[config.mk]
export PLATFORM = sky130hd
export DESIGN_NAME = dds_out_arbiter
export DESIGN_NICKNAME = d
export VERILOG_FILES = /design/src/rtl/dds_out_arbiter.sv
export SDC_FILE = /design/constraint.sdc
export NUM_CORES = 1
export LEC_CHECK = 0
export CAP_MARGIN = 20
export CELL_PAD_IN_SITES_DETAIL_PLACEMENT = 1
export CELL_PAD_IN_SITES_GLOBAL_PLACEMENT = 1
export CORE_MARGIN = 2
export CORE_UTILIZATION = 32
export DETAILED_ROUTE_END_ITERATION = 8
export HOLD_SLACK_MARGIN = 0.12
export PLACE_DENSITY = 0.93
export SLEW_MARGIN = 30
export SYNTH_ARGS = -nofsm -noshare
export SYNTH_HDL_FRONTEND = slang
export SYNTH_SLANG_ARGS = --single-unit
[constraint.sdc]
create_clock -name clk -period 3.93 [get_ports clk]
set_input_delay 1.179 -clock clk [delete_from_list [all_inputs] [get_ports clk]]
set_output_delay 1.179 -clock clk [all_outputs]
set_load 0.1 [all_outputs]
[src/rtl/dds_out_arbiter.sv]
// Shares one registered M-bit sample path between two DDS channels.
// Channels hand samples over with req/ack; the output stage takes them with valid/ready.
module dds_out_arbiter #(
  parameter int M       = 12,
  parameter int DWELL_W = 4
) (
  input  logic               clk,
  input  logic               rst_n,
  input  logic               req0,
  input  logic [M-1:0]       data0,
  input  logic               req1,
  input  logic [M-1:0]       data1,
  input  logic               mode,
  input  logic [DWELL_W-1:0] dwell,
  output logic               ack0,
  output logic               ack1,
  output logic               sel,
  output logic [M-1:0]       out_data,
  output logic               out_valid,
  input  logic               out_ready,
  output logic               busy
);

  typedef enum logic [1:0] {
    IDLE  = 2'd0,
    XFER  = 2'd1,
    DWELL = 2'd2
  } state_t;

  state_t             state_q;
  logic               ack0_q;
  logic               ack1_q;
  logic               sel_q;
  logic [M-1:0]       out_data_q;
  logic               out_valid_q;
  logic               busy_q;
  logic               last_served_q;
  logic [DWELL_W-1:0] dwell_cnt_q;

  logic               winner_d;
  logic [M-1:0]       win_data_d;

  // Winner for the next grant; round-robin ties go to the channel not served last.
  always_comb begin
    winner_d = 1'b0;
    if (req0 && req1) begin
      if (mode) begin
        winner_d = 1'b0;
      end else begin
        winner_d = ~last_served_q;
      end
    end else if (req1) begin
      winner_d = 1'b1;
    end else begin
      winner_d = 1'b0;
    end
    win_data_d = winner_d ? data1 : data0;
  end

  // Arbitration FSM; every output is a register written here.
  always_ff @(posedge clk) begin
    if (!rst_n) begin
      state_q       <= IDLE;
      ack0_q        <= 1'b0;
      ack1_q        <= 1'b0;
      sel_q         <= 1'b0;
      out_data_q    <= '0;
      out_valid_q   <= 1'b0;
      busy_q        <= 1'b0;
      last_served_q <= 1'b1;
      dwell_cnt_q   <= '0;
    end else begin
      case (state_q)
        IDLE: begin
          if (req0 || req1) begin
            state_q     <= XFER;
            sel_q       <= winner_d;
            out_data_q  <= win_data_d;
            out_valid_q <= 1'b1;
            ack0_q      <= ~winner_d;
            ack1_q      <= winner_d;
            busy_q      <= 1'b1;
            dwell_cnt_q <= dwell;
          end else begin
            ack0_q      <= 1'b0;
            ack1_q      <= 1'b0;
            out_valid_q <= 1'b0;
            busy_q      <= 1'b0;
          end
        end
        XFER: begin
          ack0_q <= 1'b0;
          ack1_q <= 1'b0;
          if (out_valid_q && out_ready) begin
            last_served_q <= sel_q;
            out_valid_q   <= 1'b0;
            if (dwell_cnt_q != '0) begin
              state_q <= DWELL;
              busy_q  <= 1'b1;
            end else begin
              state_q <= IDLE;
              busy_q  <= 1'b0;
            end
          end else begin
            out_valid_q <= 1'b1;
            busy_q      <= 1'b1;
          end
        end
        DWELL: begin
          ack0_q      <= 1'b0;
          ack1_q      <= 1'b0;
          out_valid_q <= 1'b0;
          // A count of 1 is the last idle cycle, so dwell=N yields N cycles here.
          if (dwell_cnt_q <= DWELL_W'(1)) begin
            state_q     <= IDLE;
            busy_q      <= 1'b0;
            dwell_cnt_q <= '0;
          end else begin
            busy_q      <= 1'b1;
            dwell_cnt_q <= dwell_cnt_q - DWELL_W'(1);
          end
        end
        default: begin
          state_q     <= IDLE;
          ack0_q      <= 1'b0;
          ack1_q      <= 1'b0;
          out_valid_q <= 1'b0;
          busy_q      <= 1'b0;
          dwell_cnt_q <= '0;
        end
      endcase
    end
  end

  assign ack0      = ack0_q;
  assign ack1      = ack1_q;
  assign sel       = sel_q;
  assign out_data  = out_data_q;
  assign out_valid = out_valid_q;
  assign busy      = busy_q;

endmodule

---- Word level (Yosys, flattened, before mapping) ----
Index checks and enable logic that the tools add are counted.
word-level totals
  logic and storage cells ................. 48
  register bits ........................... 24
  bits of input ports ..................... 34
cells by class
  reduce and logical (&&, ||, !) cells .... 10
  bitwise logic cells ..................... 3
  add/subtract/negate cells ............... 1
  multiplexer cells ....................... 19
  $lt $le $gt $ge ......................... 1
  equality and inequality tests ........... 5
operators with widths
  kind                   number
  $mux W12               1
  $pmux W4 S3            1
  $mux W1                8
  $mux W2                4
  $mux W4                2
  $ne A2 B2 Y1 const B   3
  $pmux W2 S3            1
  $reduce_and A2 Y1      3
  $reduce_and A3 Y1      2
  $le A4 B1 Y1 const B   1
  $reduce_bool A4 Y1     1
  $sub A4 B1 Y4 const B  1
  $not A1 Y1             3
  $pmux W1 S3            1
  $eq A2 B1 Y1 const B   1
  $eq A2 B2 Y1 const B   1
  $logic_and A1 B1 Y1    2
  $logic_not A2 Y1       1
  $pmux W1 S2            1
  $logic_or A1 B1 Y1     1

---- Logic depth before layout (Yosys ltp) ----
Gate-level depths: netlist of run 1.
  word-level depth ........................ 4
  gate-level depth with buffers ........... 6

---- Least setup slack after synthesis of run 1 ----
OpenSTA, ideal clock, no wires.
  path kind ............................... register to output
  from .................................... reg sel_q, in the netlist sel
  to ...................................... out sel
  arrival time ............................ 0.940 ns
  setup slack ............................. 1.811 ns
  stages on the path, launching flop included .. 1
  required time ........................... 2.751 ns
  cell sequence ........................... dfxtp_1
RTL lines
  what                    RTL line  text
  from (decl)             33        logic sel_q;
  from (signal assigned)  77        sel_q <= winner_d;
  to (decl)               17        output logic sel,
No word-level cell between the ends.

---- Worst setup path in the final report of run 1 ----
  from .................................... reg sel_q, in the netlist sel
  to ...................................... out sel
No word-level cell between the ends.

==> results.sh, run 1 <==
export IMPL_synthCells=106
export IMPL_area_growth_pct=47.6
export IMPL_finalNonFillerCells=200
export IMPL_min_delay_start="out_data[0]"
export IMPL_clock_sinks=24
export IMPL_fin_setup_tns_ps=0
export IMPL_dpl_cell_count=197
export IMPL_synth_top_family_by_area="compound AO/OA/AOI/OAI gates"
export IMPL_post_route_period_util=0.779
export IMPL_grt_setup_unrepaired="no"
export IMPL_seqCellArea_sq_um=480
export IMPL_cp_slowest_cell="clkdlybuf4s50_1"
export IMPL_h_tree_depth=1
export IMPL_whs_path_depth=1
export IMPL_synth_area_mux_share=0.151
export IMPL_track_usage=0.175
export IMPL_finalHoldViolCount=0
export IMPL_worst_slew_pin_slew_ps=997
export IMPL_slowest_delay_ps=1160
export IMPL_routed_wl_microns=3320
export IMPL_maxSlewViolCount=0
export IMPL_finClkSkew_ps=8.77
export IMPL_synth_common_cells="24 x dfxtp_1, 17 x mux2i_1, 13 x o2bb2ai_1"
export IMPL_final_core_util=0.495
export IMPL_timing_rr_end="dwell_cnt_q[3]"
export IMPL_reg2reg_setup_slack_ps=2330
export IMPL_num_antenna_cells=0
export IMPL_multi_input_area_sq_um=589
export IMPL_min_to="out_data[0]"
export IMPL_finalPower_mw=0.660
export IMPL_vdd_drop_max_v=0.000169
export IMPL_postCtsSetupRepairBufs=0
export IMPL_synth_distinct_cells=28
export IMPL_synth_top_area_cell="dfxtp_1"
export IMPL_hold_path_class="reg2reg"
export IMPL_powerDensity_nw_per_um2=396
export IMPL_fmax_mhz=327
export IMPL_antenna_found_initial=0
export IMPL_clkTransAtPathRegs_ps=130
export IMPL_worst_endpoint_required_ps=2750
export IMPL_grt_max_degree=16
export IMPL_p_leak_nw=0.675
export IMPL_start_util=0.336
export IMPL_cts_root_buffer="clkbuf_4"
export IMPL_fin_crit_ps=3060
export IMPL_cts_tree="yes"
export IMPL_path_class="reg2out"
export IMPL_route_detailed_drc=0
export IMPL_synth_xor_area_frac=0.00776
export IMPL_yosys_area_share_simple=0.130
export IMPL_path_depth=1
export IMPL_place_congestion=0.831
export IMPL_synthAdderAreaFrac=0.0333
export IMPL_die_w_microns=63.4
export IMPL_grt_pass1_wl_microns=5260
export IMPL_wire_per_inst_microns=16.6
export IMPL_cp_top_family="buffers and inverters"
export IMPL_avgSynthCellArea_sq_um=10.6
export IMPL_clk_path_buf_depth=2
export IMPL_timing_hold_ws_ps=481
export IMPL_synth_nets=143
export IMPL_startpoint_type="flip-flop"
export IMPL_ios=51
export IMPL_synth_compound_area_share=0.201
export IMPL_nFillCells=398
export IMPL_reg2reg_from="dwell_cnt_q[0]"
export IMPL_postRouteAntennaNets=0
export IMPL_dieArea_sq_um=4020
export IMPL_portBuffers=50
export IMPL_arrival_ps=1880
export IMPL_postSynth_asyncResetShare=0
export IMPL_cts_repair_resize_count=0
export IMPL_drtPass1Iterations=4
export IMPL_ys_warn_count=0
export IMPL_drt_initial_drc_count=21
export IMPL_viasPerCell=4.90
export IMPL_layout_drive_gt1_share=0.0714
export IMPL_crit_path_max_fanout=3
export IMPL_nNetsFinal=193
export IMPL_setup_viol=0
export IMPL_maxSlewHeadroom=0.333
export IMPL_insertion_delay_ps=330
export IMPL_rows=21
export IMPL_yosysTopAreaCellShare=0.426
export IMPL_syn_area_sq_um=1130
export IMPL_yosysSeqAreaShare=0.426
export IMPL_gr_total_overflow=0
export IMPL_maxCapViolCount=0
export IMPL_cts_buffers=3
export IMPL_synth_most_common_cell="dfxtp_1"
export IMPL_die_h_microns=63.4
export IMPL_run_status="finished clean"
export IMPL_r2r_cells=6
export IMPL_path_cells="clkdlybuf4s50_1"
export IMPL_cp_num_buf_inv=1
export IMPL_postCtsHoldBufs=0
export IMPL_crit_path_end_kind="output pin"
export IMPL_dp_hpwl_microns=2570
export IMPL_ys_seq_elements=24
export IMPL_coreArea_sq_um=3360
export IMPL_synth_area_top_cells="dfxtp_1 43%, mux2i_1 15%, o2bb2ai_1 10%, ha_1 3.3%, buf_6 3.0%"
export IMPL_synth_edf_count=0
export IMPL_num_vias=980
export IMPL_grt_pass1_vias=1059
export IMPL_ys_flop_type="dfxtp_1"
==> final cells by class <==
type	instances	share of cell area
flip-flops and latches	24	0.289
repair buffers	50	0.301
well taps	46	0.0346
multi-input cells	73	0.354
inverters	4	0.00902
clock buffers	3	0.0135
==> where the power goes <==
| part | total, mW | leakage [nW] | internal, mW | switching (mW) |
|---|---|---|---|---|
| clock | 0.113 | 0.0138 | 0.0361 | 0.0765 |
| sequential | 0.282 | 0.198 | 0.265 | 0.0171 |
| combinational | 0.265 | 0.463 | 0.0907 | 0.174 |
==> sequential cells by signal (all words and copies together) (netlist names) <==
| name | count |
|---|---|
| ack1 | 1 |
| busy | 1 |
| out_data | 12 |
| out_valid | 1 |
| state_q | 2 |
| sel | 1 |
| ack0 | 1 |
| last_served_q | 1 |
| dwell_cnt_q | 4 |
==> routing by layer <==
metal,share of wire,vias up,track usage
li1,-,482,-
met1,0.41,471,0.192
met2,0.54,22,0.320
met3,0.029,5,0.0339
met4,0.019,0,0.0815
met5,0,-,0
==> kinds of logic (layout without fill, tap and decap cells) <==
group,count (synthesis),in the layout
and+or+nand+nor,24,24
buffers and inverters,9,57
adders and majority gates,3,3
DFF,24,24
xor gates and xnor gates,1,1
AOI/OAI and AO/OA,28,28
muxes,17,17
==> stage by stage <==
stage | area (sq um) | setup WS (ps)
2_1_floorplan | 1130 | 1810
3_3_place_gp | 1640 | 1290
3_5_place_dp | 1640 | 1240
4_1_cts | 1670 | 852
5_1_grt | 1670 | 816
6_report | 1670 | 870
==> how the worst max path moves through the flow <==
stage / slack (ps) / start / end
6_report: 870 / sel / sel
2_1_floorplan: 1810 / sel / sel
4_1_cts: 850 / sel / sel
3_5_place_dp: 1240 / sel / sel
5_1_grt: 820 / sel / sel
3_3_place_gp: 1290 / sel / sel
==> cell usage in the layout, fill, tap and decap left out <==
master,count
ha_1,3
dfxtp_1,24
o311ai_1,1
a21oi_1,4
o21bai_4,1
nor3_1,3
o21ai_2,1
nor2b_1,1
clkbuf_4,3
clkdlybuf4s50_1,50
nand2_2,1
inv_1,3
mux2i_1,17
and3_1,1
nor2_1,4
o22ai_1,5
and2_1,5
a22oi_1,1
nand2_4,1
nand2_1,5
inv_2,1
nor2_4,1
o311a_1,1
o21a_1,1
or3_4,1
xnor2_1,1
o2bb2ai_1,13
nor2b_4,1
Note: power is estimated with default switching activity, not from simulation.
==> inputs of run 2 (changes only) <==
--- a/config.mk
+++ b/config.mk
@@ -9,10 +9,10 @@
 export CELL_PAD_IN_SITES_DETAIL_PLACEMENT = 1
 export CELL_PAD_IN_SITES_GLOBAL_PLACEMENT = 1
 export CORE_MARGIN = 2
-export CORE_UTILIZATION = 32
+export CORE_UTILIZATION = 27
 export DETAILED_ROUTE_END_ITERATION = 8
 export HOLD_SLACK_MARGIN = 0.12
-export PLACE_DENSITY = 0.93
+export PLACE_DENSITY = 0.84
 export SLEW_MARGIN = 30
 export SYNTH_ARGS = -nofsm -noshare
 export SYNTH_HDL_FRONTEND = slang
==> constraint.sdc (replaced) <==
create_clock -name clk -period 2.6 [get_ports clk]
set_input_delay 0.78 -clock clk [delete_from_list [all_inputs] [get_ports clk]]
set_output_delay 0.78 -clock clk [all_outputs]
set_load 0.1 [all_outputs]
==> results.sh, run 2 (synthesized netlist as in run 1, its figures left out) <==
export IMPL_run_status="finished clean"
export IMPL_maxSlewHeadroom=0.685
export IMPL_p_comb_frac=0.366
export IMPL_vdd_drop_max_v=0.000356
export IMPL_cts_tree="yes"
export IMPL_die_w_microns=68.7
export IMPL_num_vias=995
export IMPL_startpoint_type="input pin"
export IMPL_fin_setup_tns_ps=0
export IMPL_start_util=0.282
export IMPL_maxCapViolCount=0
export IMPL_wire_per_inst_microns=14.9
export IMPL_die_h_microns=68.7
export IMPL_grt_pass1_vias=1036
export IMPL_switching_share=0.379
export IMPL_largest_reg_flops=12
export IMPL_hold_path_class="reg2reg"
export IMPL_antenna_found_initial=0
export IMPL_power_switching_mw=0.407
export IMPL_layout_common_cells="33 x clkdlybuf4s50_1, 24 x dfxtp_1, 18 x buf_4, 17 x mux2i_1, 13 x o2bb2ai_1"
export IMPL_clkTransAtPathRegs_ps=80
export IMPL_mostFrequentLayoutCell="clkdlybuf4s50_1"
export IMPL_finalPower_mw=1.07
export IMPL_cts_root_buffer="clkbuf_8"
export IMPL_finalNonFillerCells=206
export IMPL_finClkSkew_ps=2.83
export IMPL_postRouteAntennaNets=0
export IMPL_routed_wl_microns=3060
export IMPL_route_detailed_drc=0
export IMPL_nNetsFinal=194
export IMPL_crit_path_max_fanout=13
export IMPL_area_growth_pct=47.8
export IMPL_insertion_delay_ps=260
export IMPL_maxSlewViolCount=0
export IMPL_postCtsHoldBufs=0
export IMPL_arrival_ps=2170
export IMPL_clk_path_buf_depth=2
export IMPL_dp_hpwl_microns=2450
export IMPL_gr_total_overflow=0
export IMPL_layout_drive_gt1_share=0.192
export IMPL_num_antenna_cells=0
export IMPL_fin_crit_ps=1980
export IMPL_setup_viol=0
export IMPL_postCtsSetupRepairBufs=0
export IMPL_ios=51
export IMPL_intPower_mw=0.665
export IMPL_powerDensity_nw_per_um2=643
export IMPL_worst_endpoint_required_ps=2790
export IMPL_dpl_cell_count=202
export IMPL_portBuffers=50
export IMPL_dieArea_sq_um=4710
export IMPL_drtPass1Iterations=3
export IMPL_fmax_mhz=504
export IMPL_h_tree_depth=1
export IMPL_finalHoldViolCount=0
export IMPL_cts_buffers=3
export IMPL_viasPerCell=4.83
export IMPL_grt_pass1_wl_microns=4750
export IMPL_crit_path_end_kind="flip-flop"
export IMPL_power_frac_clock=0.236
export IMPL_grt_setup_unrepaired="no"
export IMPL_track_usage=0.132
export IMPL_drt_initial_drc_count=39
export IMPL_post_route_period_util=0.763
export IMPL_path_class="in2reg"
export IMPL_cts_repair_resize_count=0
export IMPL_place_congestion=0.741
export IMPL_seqPwrFrac=0.398
export IMPL_seqCellArea_sq_um=480
export IMPL_multi_input_area_sq_um=589
export IMPL_nFillCells=455
export IMPL_timing_hold_ws_ps=478
export IMPL_clock_sinks=24
export IMPL_p_leak_nw=0.723
export IMPL_coreArea_sq_um=4000
export IMPL_rows=23
export IMPL_grt_max_degree=16
export IMPL_final_core_util=0.417
export IMPL_worst_slew_pin_slew_ps=465
## run 2: cell count changes in the layout (fill, tap and decap cells not counted), sizes merged
cell	delta
clkbuf	+1
buf	+18
clkdlybuf4s50	-17
## run 2: worst max-delay path: stages
cell and delay [ps]:
clkdlybuf4s50_1 500, o21bai_4 310, nor2_4 80, nor2b_4 320, o2bb2ai_1 170
## run 2: worst paths after layout
path	startpoint	to	slack, ps	cells after the start
max reg2reg	dwell_cnt_q[0]	dwell_cnt_q[0]	1060	6
max	req1	out_data[0]	620	5
min reg2reg	out_data[5]	out_data[5]	480	1
min	out_data[5]	out_data[5]	480	1
## run 2: cell type report
cell class | count | area share
Inverter | 4 | 0.00900
Sequential cell | 24 | 0.288
Timing Repair Buffer | 51 | 0.279
Tap cell | 50 | 0.0375
Multi-Input combinational cell | 73 | 0.353
Clock buffer | 4 | 0.0330
## run 2: layer usage
metal | global-route usage | routed length, microns | up-vias
met5 | 0 | 0 | -
met4 | 0.0375 | 53 | 0
met3 | 0.0325 | 131 | 6
met2 | 0.233 | 1620 | 23
met1 | 0.158 | 1260 | 477
li1 | - | - | 489
## run 2: through the flow
| step | cell area (sq um) | setup slack [ps] |
|---|---|---|
| after floorplan | 1130 | 844 |
| after global placement | 1610 | 372 |
| after detailed placement | 1610 | 342 |
| after CTS | 1670 | 616 |
| after global routing | 1670 | 548 |
| final | 1670 | 616 |
## run 2: power groups by stage
stage	clock network (mW)	logic, mW	registers [mW]
2_1_floorplan	0	0.109	0.605
3_3_place_gp	0	0.386	0.433
3_5_place_dp	0	0.394	0.434
4_1_cts	0.263	0.395	0.426
5_1_grt	0.276	0.413	0.431
6_report	0.253	0.392	0.426
==> inputs of run 3 (changes only) <==
--- a/config.mk
+++ b/config.mk
@@ -9,10 +9,10 @@
 export CELL_PAD_IN_SITES_DETAIL_PLACEMENT = 1
 export CELL_PAD_IN_SITES_GLOBAL_PLACEMENT = 1
 export CORE_MARGIN = 2
-export CORE_UTILIZATION = 27
+export CORE_UTILIZATION = 30
 export DETAILED_ROUTE_END_ITERATION = 8
 export HOLD_SLACK_MARGIN = 0.12
-export PLACE_DENSITY = 0.84
+export PLACE_DENSITY = 0.88
 export SLEW_MARGIN = 30
 export SYNTH_ARGS = -nofsm -noshare
 export SYNTH_HDL_FRONTEND = slang
==> constraint.sdc (replaced) <==
create_clock -name clk -period 2 [get_ports clk]
set_input_delay 0.6 -clock clk [delete_from_list [all_inputs] [get_ports clk]]
set_output_delay 0.6 -clock clk [all_outputs]
set_load 0.1 [all_outputs]
==> results.sh, run 3 (synthesized netlist as in run 1, its figures left out) <==
export IMPL_slowest_delay_ps=490
export IMPL_maxCapViolCount=0
export IMPL_track_usage=0.173
export IMPL_ios=51
export IMPL_dp_hpwl_microns=2960
export IMPL_grt_max_degree=16
export IMPL_worst_slew_pin_slew_ps=547
export IMPL_fin_setup_tns_ps=0
export IMPL_cts_root_buffer="clkbuf_8"
export IMPL_die_w_microns=65.3
export IMPL_intPower_mw=0.911
export IMPL_clkTransAtPathRegs_ps=80
export IMPL_postCtsSetupRepairBufs=0
export IMPL_finalNonFillerCells=206
export IMPL_grt_use_met3=0.0103
export IMPL_finalHoldViolCount=0
export IMPL_route_detailed_drc=0
export IMPL_post_route_period_util=0.899
export IMPL_path_cells="clkdlybuf4s50_1, o21bai_4, nor2_4, nor2b_4, o2bb2ai_1"
export IMPL_num_antenna_cells=0
export IMPL_mostFrequentLayoutCell="clkdlybuf4s50_1"
export IMPL_num_vias=1022
export IMPL_gr_total_overflow=0
export IMPL_h_tree_depth=1
export IMPL_p_comb_frac=0.417
export IMPL_drtPass1Iterations=4
export IMPL_drt_initial_drc_count=43
export IMPL_portBuffers=50
export IMPL_switching_share=0.375
export IMPL_die_h_microns=65.3
export IMPL_area_growth_pct=68.3
export IMPL_dieArea_sq_um=4270
export IMPL_place_congestion=0.789
export IMPL_hold_path_class="reg2reg"
export IMPL_coreArea_sq_um=3630
export IMPL_grt_pass1_vias=1131
export IMPL_antenna_found_initial=0
export IMPL_finalPower_mw=1.46
export IMPL_fmax_mhz=556
export IMPL_power_frac_clock=0.190
export IMPL_p_leak_nw=0.792
export IMPL_clock_sinks=24
export IMPL_grtUsageMet1=0.188
export IMPL_startpoint_type="input pin"
export IMPL_finClkSkew_ps=1.33
export IMPL_grt_setup_unrepaired="no"
export IMPL_crit_path_max_fanout=13
export IMPL_wire_per_inst_microns=17.2
export IMPL_setup_viol=0
export IMPL_layout_drive_gt1_share=0.203
export IMPL_power_switching_mw=0.546
export IMPL_crit_path_end_kind="flip-flop"
export IMPL_viasPerCell=4.96
export IMPL_grt_use_met2=0.353
export IMPL_path_class="in2reg"
export IMPL_seqPwrFrac=0.392
export IMPL_fin_crit_ps=1800
export IMPL_whs_path_depth=1
export IMPL_rows=22
export IMPL_run_status="finished clean"
export IMPL_gr_max_usage_layer="met2"
export IMPL_maxSlewViolCount=0
export IMPL_timing_hold_ws_ps=513
export IMPL_r2r_cells=6
export IMPL_nNetsFinal=197
export IMPL_dpl_cell_count=203
export IMPL_routed_wl_microns=3530
export IMPL_worst_endpoint_required_ps=2180
export IMPL_vdd_drop_max_v=0.000463
export IMPL_cp_slowest_cell="clkdlybuf4s50_1"
export IMPL_insertion_delay_ps=260
export IMPL_powerDensity_nw_per_um2=767
export IMPL_postCtsHoldBufs=0
export IMPL_cts_repair_resize_count=0
export IMPL_postRouteAntennaNets=0
export IMPL_layout_common_cells="33 x clkdlybuf4s50_1, 24 x dfxtp_1, 18 x buf_12, 17 x mux2i_1, 13 x o2bb2ai_1"
export IMPL_start_util=0.311
export IMPL_largest_reg_flops=12
export IMPL_clk_path_buf_depth=2
export IMPL_maxSlewHeadroom=0.630
export IMPL_cts_buffers=3
export IMPL_grt_pass1_wl_microns=5620
export IMPL_arrival_ps=1980
export IMPL_cts_tree="yes"
[run 3: cell count changes in the layout (fill, tap and decap cells not counted), sizes merged]
cell / previous run / this run
clkbuf: 4 / 3
buf: 18 / 21
[run 3: per-stage QoR]
| step | setup slack, ps | area (sq um) | util |
|---|---|---|---|
| floorplan | 244 | 1130 | - |
| global placement | 19.2 | 1860 | 0.511 |
| detailed placement | -47.9 | 1860 | 0.511 |
| CTS | 230 | 1900 | 0.523 |
| global route | 121 | 1900 | 0.523 |
| finish | 202 | 1900 | 0.523 |
[run 3: layout make-up]
| type | instances | area (sq um) |
|---|---|---|
| Tap cell | 48 | 60.1 |
| Inverter | 4 | 15.0 |
| Timing Repair Buffer | 54 | 713 |
| Fill cell | 404 | 1730 |
| Clock buffer | 3 | 41.3 |
| Multi-Input combinational cell | 73 | 589 |
| Sequential cell | 24 | 480 |
[run 3: final timing paths]
kind	from	endpoint	slack, ps
min	out_data[10]	out_data[10]	510
max reg2reg	dwell_cnt_q[0]	dwell_cnt_q[0]	340
max	req0	out_data[5]	200
min reg2reg	out_data[10]	out_data[10]	510
[run 3: power groups by stage]
stage	clock, mW	combinational (mW)	sequential (mW)
4_1_cts	0.291	0.612	0.572
3_3_place_gp	0	0.592	0.578
3_5_place_dp	0	0.611	0.582
2_1_floorplan	0	0.142	0.786
5_1_grt	0.305	0.631	0.578
6_report	0.277	0.608	0.572
[run 3: critical path: cells and delay by family]
family                 cells  cell delay, ps
AND/OR/NAND/NOR            2             400
buffers and inverters      1             490
AO/OA/AOI/OAI              2             480
[run 3: routing by layer]
metal  wire length, microns  vias to the layer above
met5                      0                        -
met4                     34                        0
met3                     83                        6
met2                   2090                       24
met1                   1330                      499
li1                       -                      493
